--- src/rtl/firebird7_in_gate1_tessent_data_mux_ctrl.sv ---
// IJTAG-controlled data-mux select with a quiesce handshake to the functional source.
// Define TESSENT_DATA_MUX_CTRL_ACK_SYNC_EN to pass func_quiesce_ack through a 2-flop synchronizer.
module firebird7_in_gate1_tessent_data_mux_ctrl #(
  parameter int TIMEOUT_W = 8
) (
  input  logic ijtag_tck,
  input  logic ijtag_reset,
  input  logic ijtag_sel,
  input  logic ijtag_se,
  input  logic ijtag_ce,
  input  logic ijtag_ue,
  input  logic ijtag_si,
  output logic ijtag_so,
  output logic func_quiesce_req,
  input  logic func_quiesce_ack,
  output logic ijtag_select,
  output logic timeout_flag
);

  // state | meaning
  // FUNC  | functional data selected, idle
  // REQ   | quiesce requested, waiting for ack or timeout
  // IJTAG | IJTAG data selected
  // REL   | releasing, waiting for ack to drop
  localparam logic [1:0] ST_FUNC  = 2'd0;
  localparam logic [1:0] ST_REQ   = 2'd1;
  localparam logic [1:0] ST_IJTAG = 2'd2;
  localparam logic [1:0] ST_REL   = 2'd3;

  localparam logic [TIMEOUT_W-1:0] CNT_MAX = '1;
  localparam logic [TIMEOUT_W-1:0] CNT_ONE = TIMEOUT_W'(1);

  logic [1:0]           state_q, state_d;
  logic [1:0]           sr_q, sr_d;
  logic                 upd_req_q, upd_req_d;
  logic                 upd_force_q, upd_force_d;
  logic [TIMEOUT_W-1:0] cnt_q, cnt_d;
  logic                 select_q, select_d;
  logic                 qreq_q, qreq_d;
  logic                 tflag_q, tflag_d;
  logic                 ack_s;
  logic                 upd_fire;

`ifdef TESSENT_DATA_MUX_CTRL_ACK_SYNC_EN
  logic [1:0] ack_sync_q;

  always_ff @(posedge ijtag_tck or negedge ijtag_reset) begin
    if (!ijtag_reset) ack_sync_q <= 2'b00;
    else              ack_sync_q <= {ack_sync_q[0], func_quiesce_ack};
  end

  assign ack_s = ack_sync_q[1];
`else
  assign ack_s = func_quiesce_ack;
`endif

  assign upd_fire = ijtag_sel & ijtag_ue;

  always_comb begin
    sr_d        = sr_q;
    upd_req_d   = upd_req_q;
    upd_force_d = upd_force_q;
    if (ijtag_sel & ijtag_ce & ijtag_se)       sr_d = {ijtag_si, sr_q[1]};
    else if (ijtag_sel & ijtag_ce & !ijtag_se) sr_d = {select_q, tflag_q};
    if (upd_fire) begin
      upd_req_d   = sr_q[1];
      upd_force_d = sr_q[0];
    end
  end

  // Outputs are computed alongside the next state so they come straight from flops.
  always_comb begin
    state_d  = state_q;
    cnt_d    = cnt_q;
    select_d = select_q;
    qreq_d   = qreq_q;
    tflag_d  = tflag_q;
    if (upd_fire && !sr_q[1]) tflag_d = 1'b0;
    case (state_q)
      ST_FUNC: begin
        cnt_d    = '0;
        select_d = 1'b0;
        qreq_d   = 1'b0;
        if (upd_req_q && upd_force_q) begin
          state_d  = ST_IJTAG;
          select_d = 1'b1;
        end else if (upd_req_q && !tflag_q) begin
          state_d = ST_REQ;
          qreq_d  = 1'b1;
          cnt_d   = CNT_ONE;
        end
      end
      ST_REQ: begin
        if (ack_s) begin
          state_d  = ST_IJTAG;
          select_d = 1'b1;
          cnt_d    = '0;
        end else if (cnt_q == CNT_MAX) begin
          state_d = ST_FUNC;
          qreq_d  = 1'b0;
          tflag_d = 1'b1;
          cnt_d   = '0;
        end else if (!upd_req_q) begin
          state_d = ST_REL;
          qreq_d  = 1'b0;
          cnt_d   = '0;
        end else begin
          cnt_d = cnt_q + CNT_ONE;
        end
      end
      ST_IJTAG: begin
        if (!upd_req_q) begin
          state_d  = ST_REL;
          select_d = 1'b0;
          qreq_d   = 1'b0;
        end
      end
      default: begin
        select_d = 1'b0;
        qreq_d   = 1'b0;
        if (!ack_s) state_d = ST_FUNC;
      end
    endcase
  end

  always_ff @(posedge ijtag_tck or negedge ijtag_reset) begin
    if (!ijtag_reset) begin
      state_q     <= ST_FUNC;
      sr_q        <= 2'b00;
      upd_req_q   <= 1'b0;
      upd_force_q <= 1'b0;
      cnt_q       <= '0;
      select_q    <= 1'b0;
      qreq_q      <= 1'b0;
      tflag_q     <= 1'b0;
    end else begin
      state_q     <= state_d;
      sr_q        <= sr_d;
      upd_req_q   <= upd_req_d;
      upd_force_q <= upd_force_d;
      cnt_q       <= cnt_d;
      select_q    <= select_d;
      qreq_q      <= qreq_d;
      tflag_q     <= tflag_d;
    end
  end

  assign ijtag_so         = sr_q[0];
  assign ijtag_select     = select_q;
  assign func_quiesce_req = qreq_q;
  assign timeout_flag     = tflag_q;

endmodule

--- config.mk ---
export PLATFORM = sky130hd
export DESIGN_NAME = firebird7_in_gate1_tessent_data_mux_ctrl
export DESIGN_NICKNAME = d
export VERILOG_FILES = /design/src/rtl/firebird7_in_gate1_tessent_data_mux_ctrl.sv
export SDC_FILE = /design/constraint.sdc
export NUM_CORES = 1
export LEC_CHECK = 0
export ABC_AREA = 1
export CAP_MARGIN = 10
export CORE_MARGIN = 4
export CORE_UTILIZATION = 40
export CTS_BUF_LIST = sky130_fd_sc_hd__clkbuf_8
export CTS_CLUSTER_SIZE = 25
export DETAILED_ROUTE_END_ITERATION = 10
export GPL_TIMING_DRIVEN = 0
export SLEW_MARGIN = 40
export SYNTH_ARGS = -nofsm -noshare
export SYNTH_HDL_FRONTEND = slang
export SYNTH_SLANG_ARGS = --single-unit
--- constraint.sdc ---
create_clock -name ijtag_tck -period 1.4 [get_ports ijtag_tck]
set_input_delay 0.35 -clock ijtag_tck [delete_from_list [all_inputs] [get_ports ijtag_tck]]
set_output_delay 0.35 -clock ijtag_tck [all_outputs]
set_load 0.02 [all_outputs]
======== Yosys cells after proc, flatten, opt, wreduce, memory -nomap -nowiden ========
Index checks and enable logic that the tools add are counted.
storage, ports and cells
  flip-flop bits (word level) ............. 17
  bits of input ports ..................... 8
  output and inout port bits .............. 4
cells by class
  add/subtract/negate cells ............... 1
  eq/ne operators ......................... 8
  muxes and demuxes ....................... 29
  reductions and logical operators ........ 11
  bitwise operators ....................... 4
operator list
  cell                                                 number
  2-to-1 mux 8 bit                                     3
  2-to-1 mux 2 bit                                     8
  case mux 8 bit (2 select lines)                      1
  2-to-1 mux 1 bit                                     14
  adder 8 x 1 -> 8 bit, second input constant          1
  equality test 8 bit, second input constant           1
  != test 2 bit, second input constant                 3
  case mux 1 bit (3 select lines)                      2
  case mux 2 bit (3 select lines)                      1
  AND 1 bit                                            4
  != test 4 x 1 -> 1 bit, second input constant        1
  AND reduction 2 bit                                  2
  nonzero test 2 bit                                   2
  logical AND 1 bit                                    3
  zero test 1 bit                                      3
  != test 3 bit, second input constant                 1
  equality test 2 x 1 -> 1 bit, second input constant  1
  equality test 2 bit, second input constant           1
  zero test 2 bit                                      1

======== Depth between registers and ports, before layout ========
  depth in word-level cells ............... 6
  gate-level depth with buffers ........... 8
  depth with buffers taken out ............ 8

======== Least setup slack after synthesis ========
OpenSTA, ideal clock, no wires.
  path kind ............................... register -> register
  from .................................... register cnt_q[0]
  to ...................................... register cnt_q[2]
  arrival time ............................ 1145 ps
  cell stages (with the launch flop) ...... 9
  slack ................................... 190 ps
  clock period less this slack ............ 1210 ps
  path through ............................ dfrtp_1 > ha_1 > nand2_1 > nor2_4 > nand2_4 > nand2_4 > nor2_8 > nand3_1 > nand2_1
on the way
  cells in the longest elaborated chain, start to end .. 5
  elaborated cells between the ends (all ways) .. 6
  those cells by class .................... add/sub (1); eq/ne (1); mux (4)
RTL lines
  item                               RTL line  RTL
  start, declared                    37        logic [TIMEOUT_W-1:0] cnt_q, cnt_d;
  start signal, assigned             141       cnt_q <= cnt_d;
  adder 8 x 1 -> 8 bit               108       cnt_d = cnt_q + CNT_ONE;
  2-to-1 mux 8 bit                   103       end else if (!upd_req_q) begin
  2-to-1 mux 8 bit *                 98        end else if (cnt_q == CNT_MAX) begin
  2-to-1 mux 8 bit *                 94        if (ack_s) begin
  case mux 8 bit (2 select lines) *  79        case (state_q)
Mark *: on every way between the ends. The rest lies on a longest branch, timed or not.
A chain may end at the register's enable or synchronous reset.

======== Final worst setup path ========
  from .................................... register tflag_q (netlist: timeout_flag)
  to ...................................... output timeout_flag
RTL lines
  item                    RTL line  RTL
  start, declared         40        logic tflag_q, tflag_d;
  start signal, assigned  144       tflag_q <= tflag_d;
  end, declared           17        output logic timeout_flag
No word-level cell between the ends.

==> key figures <==
Cells and area
  – Final net count: 152
  – Synth-to-Final Area Change: 21.70%
  – Fillers: 214
  – Share of cells above drive strength 1: 21.13%
  – Number of inserted diodes: 0
  – Final Instance Area: 0.001200 sq mm
  – Finished Layout Cells: 170
  – Final core utilization: 52.72%

STA
  – Fmax: 746.9 MHz
  – Final count of hold timing violations: 0
  – Endpoints failing setup: 0
  – Skew final: 1.135 ps
  – Slew @ Worst Pin: 467.2 ps
  – Rel. slew slack: 68.86%
  – Slew Viols, Final: 0
  – Period utilization: 95.64%
  – Final setup TNS: 0 ps
  – RSZ-0062 raised after global routing: true
  – Setup ws final: 61.05 ps
  – Minimum clock period: 1339 ps

Drt
  – Initial DRT Pass Iterations: 4
  – DRC viols: 0
  – First DRT Iteration DRCs: 26
  – Vias per cell: 4.965
  – Vias: 844
  – ANT nets after route: 0
  – Drt total wl: 1.909 mm
  – Post-DR wirelength/cell: 11.23 microns

Clock network
  – CTS Buffer Depth: 2
  – Clock Tree Root: clkbuf_8
  – TritonCTS clock tree: yes
  – Clock Latency Late Sink: 250 ps
  – Clock transition at the registers of the reported paths: 70 ps
  – H-tree levels: 1
  – Sink Count: 17
  – Num CTS Buffers: 3

Critical path
  – CP Capture Type: output pin
  – Register-to-Register Path Depth: 8
  – Peak per-stage delay on the critical path: 410 ps
  – Worst Setup Path Type: flip-flop to output pin
  – Register-to-Register Setup Slack: 80 ps
  – RR Endpoint: state_q[0]$_DFFE_PN0P_
  – Critical path's slowest cell: dfrtp_1
  – Crit path arrival time: 990 ps
  – Worst-path cell chain: dlygate4sd2_1
  – Worst setup SP type: flip-flop
  – Critical path fanouts, max: 3
  – FF-to-FF Start: cnt_q[0]$_DFFE_PN0N_
  – Family with the most delay on the worst path: flip-flops
  – Worst Path Required: 1050 ps
  – CP bufs+invs: 1

Die
  – Die area: 0.003323 sq mm
  – Die height: 57.65 microns
  – Die Wd: 57.65 microns
  – I/O pin count: 12
  – Core area: 0.002276 sq mm
  – Num rows: 17
  – Initial core utilization: 43.32%

Yosys
  – Largest family of logic cells by synthesized area: simple AND/OR/NAND/NOR gates
  – Post-Syn Instances: 124
  – Async S/R FF share, synth: 100.0%
  – Most frequent cell after synthesis: nand2_1
  – Top post-synthesis cells by area: dfrtp_1, nand2_1, nand3_1
  – Ys flop type: dfrtp_1
  – Fraction of the mapped netlist area in adder cells: 1.269%
  – Distinct cells, synth: 24
  – Synth Cell Area: 985.9 sq um
  – Compound-cell area share of the yosys netlist: 6.726%
  – Average size of a mapped cell: 7.951 sq um
  – Xor-xnor portion of the synthesized cell area: 2.665%
  – Number of flops mapped to enable cells by yosys: 0
  – Seq/Total Area, Yosys: 43.15%
  – Yosys top cell area share: 43.15%
  – Multiplexer area fraction after synthesis: 0%
  – Most frequent cells after synthesis: nand2_1, dfrtp_1, nand3_1
  – Flops & latches, synth: 17
  – Synth Warn #: 0
  – Yosys top cell by area: dfrtp_1
  – Syn nets: 133
  – Simple logic cell fraction of the synthesized area: 38.96%

Placement
  – PortBufs: 11
  – Area post-placement: 0.001131 sq mm
  – GPL Wtd Cong: 0.8029
  – Post-DP HPWL: 1.426 mm
  – Placed Cells: 163
  – Post-Place Setup Slack: -79.91 ps

Global routing
  – Antenna violations before repair: 0
  – All-Layer GR Usage: 12.16%
  – Vias in the first global route: 747
  – First-pass GRT wire length: 3.208 mm
  – Largest net degree at the start of global routing: 18
  – Remaining Overflow, GRT: 0

Power and ir drop
  – Power density over the cells: 1390 mW/mm^2
  – Worst vdd ir: 0.0008815 V
  – Leak Pwr: 0.6314 nW

Run
  – Max Cap Violations: 0

Worst hold path
  – HP Class: input port to async pin

Status
  – Status: complete, no violations
-- how the worst max path moves through the flow --
stage | from | to | slack (ps) | depth (start not counted)
finish | timeout_flag$_DFF_PN0_ | timeout_flag | 60 | 1
global route | cnt_q[0]$_DFFE_PN0N_ | cnt_q[6]$_DFFE_PN0N_ | -20 | 8
CTS | cnt_q[0]$_DFFE_PN0N_ | cnt_q[6]$_DFFE_PN0N_ | 50 | 8
detailed placement | func_quiesce_ack | cnt_q[6]$_DFFE_PN0N_ | -80 | 6
global placement | func_quiesce_ack | ijtag_select$_DFFE_PN0P_ | -70 | 5
floorplan | cnt_q[0]$_DFFE_PN0N_ | cnt_q[2]$_DFFE_PN0N_ | 190 | 8
-- sequential cells by signal, indices dropped and copies added, names as in the netlist --
register / count
sr_q: 2
state_q: 2
upd_force_q: 1
cnt_q: 8
ijtag_select: 1
upd_req_q: 1
timeout_flag: 1
func_quiesce_req: 1
-- placed cells by master, fill, tap and decap left out --
cell type	netlist	final
o21ai_1	3	3
inv_1	8	8
dlygate4sd2_1	0	4
clkinv_1	2	2
buf_2	0	1
nand3_2	2	3
nor2_8	1	1
nor2_1	5	5
xor2_1	3	3
nor2_4	3	3
o311ai_0	1	1
o21ai_0	4	4
nand4_1	2	2
or2_2	1	1
nand2_1	40	39
clkbuf_8	0	3
a21oi_1	3	3
ha_2	0	1
a211oi_1	1	1
clkdlybuf4s50_1	0	6
nand2_2	2	3
nand3_1	14	13
nand2_4	3	3
dfrtp_1	17	17
buf_4	2	5
clkinv_2	0	1
clkbuf_1	1	1
nor2_2	1	1
inv_2	4	4
-- power by group --
group	switching, mW	total [mW]	leakage (nW)	internal [mW]
Combinational	0.402	0.635	0.384	0.233
Sequential	0.0733	0.664	0.222	0.591
Clock	0.171	0.369	0.0255	0.198
-- metrics by stage --
| step | total power, mW | hold slack, ps |
|---|---|---|
| CTS | 1.653 | 506.9 |
| floorplan | 1.108 | 54.41 |
| global route | 1.788 | 33.85 |
| finish | 1.668 | 4.718 |
| global placement | 1.303 | 492.2 |
| detailed placement | 1.306 | 495.3 |
-- cell type report --
| cell class | instances | area [sq um] | share of cell area (%) |
|---|---|---|---|
| buffer | 3 | 18.77 | 1.564 |
| clock buffer | 3 | 41.29 | 3.441 |
| clock inverter | 1 | 5.005 | 0.4171 |
| timing repair buffer | 14 | 122.6 | 10.22 |
| tap | 28 | 35.03 | 2.920 |
| multi-input combinational | 90 | 499.2 | 41.61 |
| sequential | 17 | 425.4 | 35.45 |
| inverter | 14 | 52.55 | 4.380 |
-- timing repair --
item	CTS	global route
gates resized for setup	4	3
hold buffers	0	0
pin swaps	0	4
endpoints found under the setup margin	4	11
setup buffers	0	3
-- routing by layer --
layer	track usage [%]	part of all wire (%)
met1	15.95	47
met2	18.55	48
met3	4.900	4.1
met4	3.311	0.63
met5	0	0
-- logic make-up after synthesis --
family,after synthesis
XOR/XNOR,3
AO/OA/AOI/OAI,12
AND/OR/NAND/NOR,74
flip-flops,17
buffers and inverters,17
adder cells (fa/ha/maj),1
No activity file was read; power rests on OpenSTA's default activity.
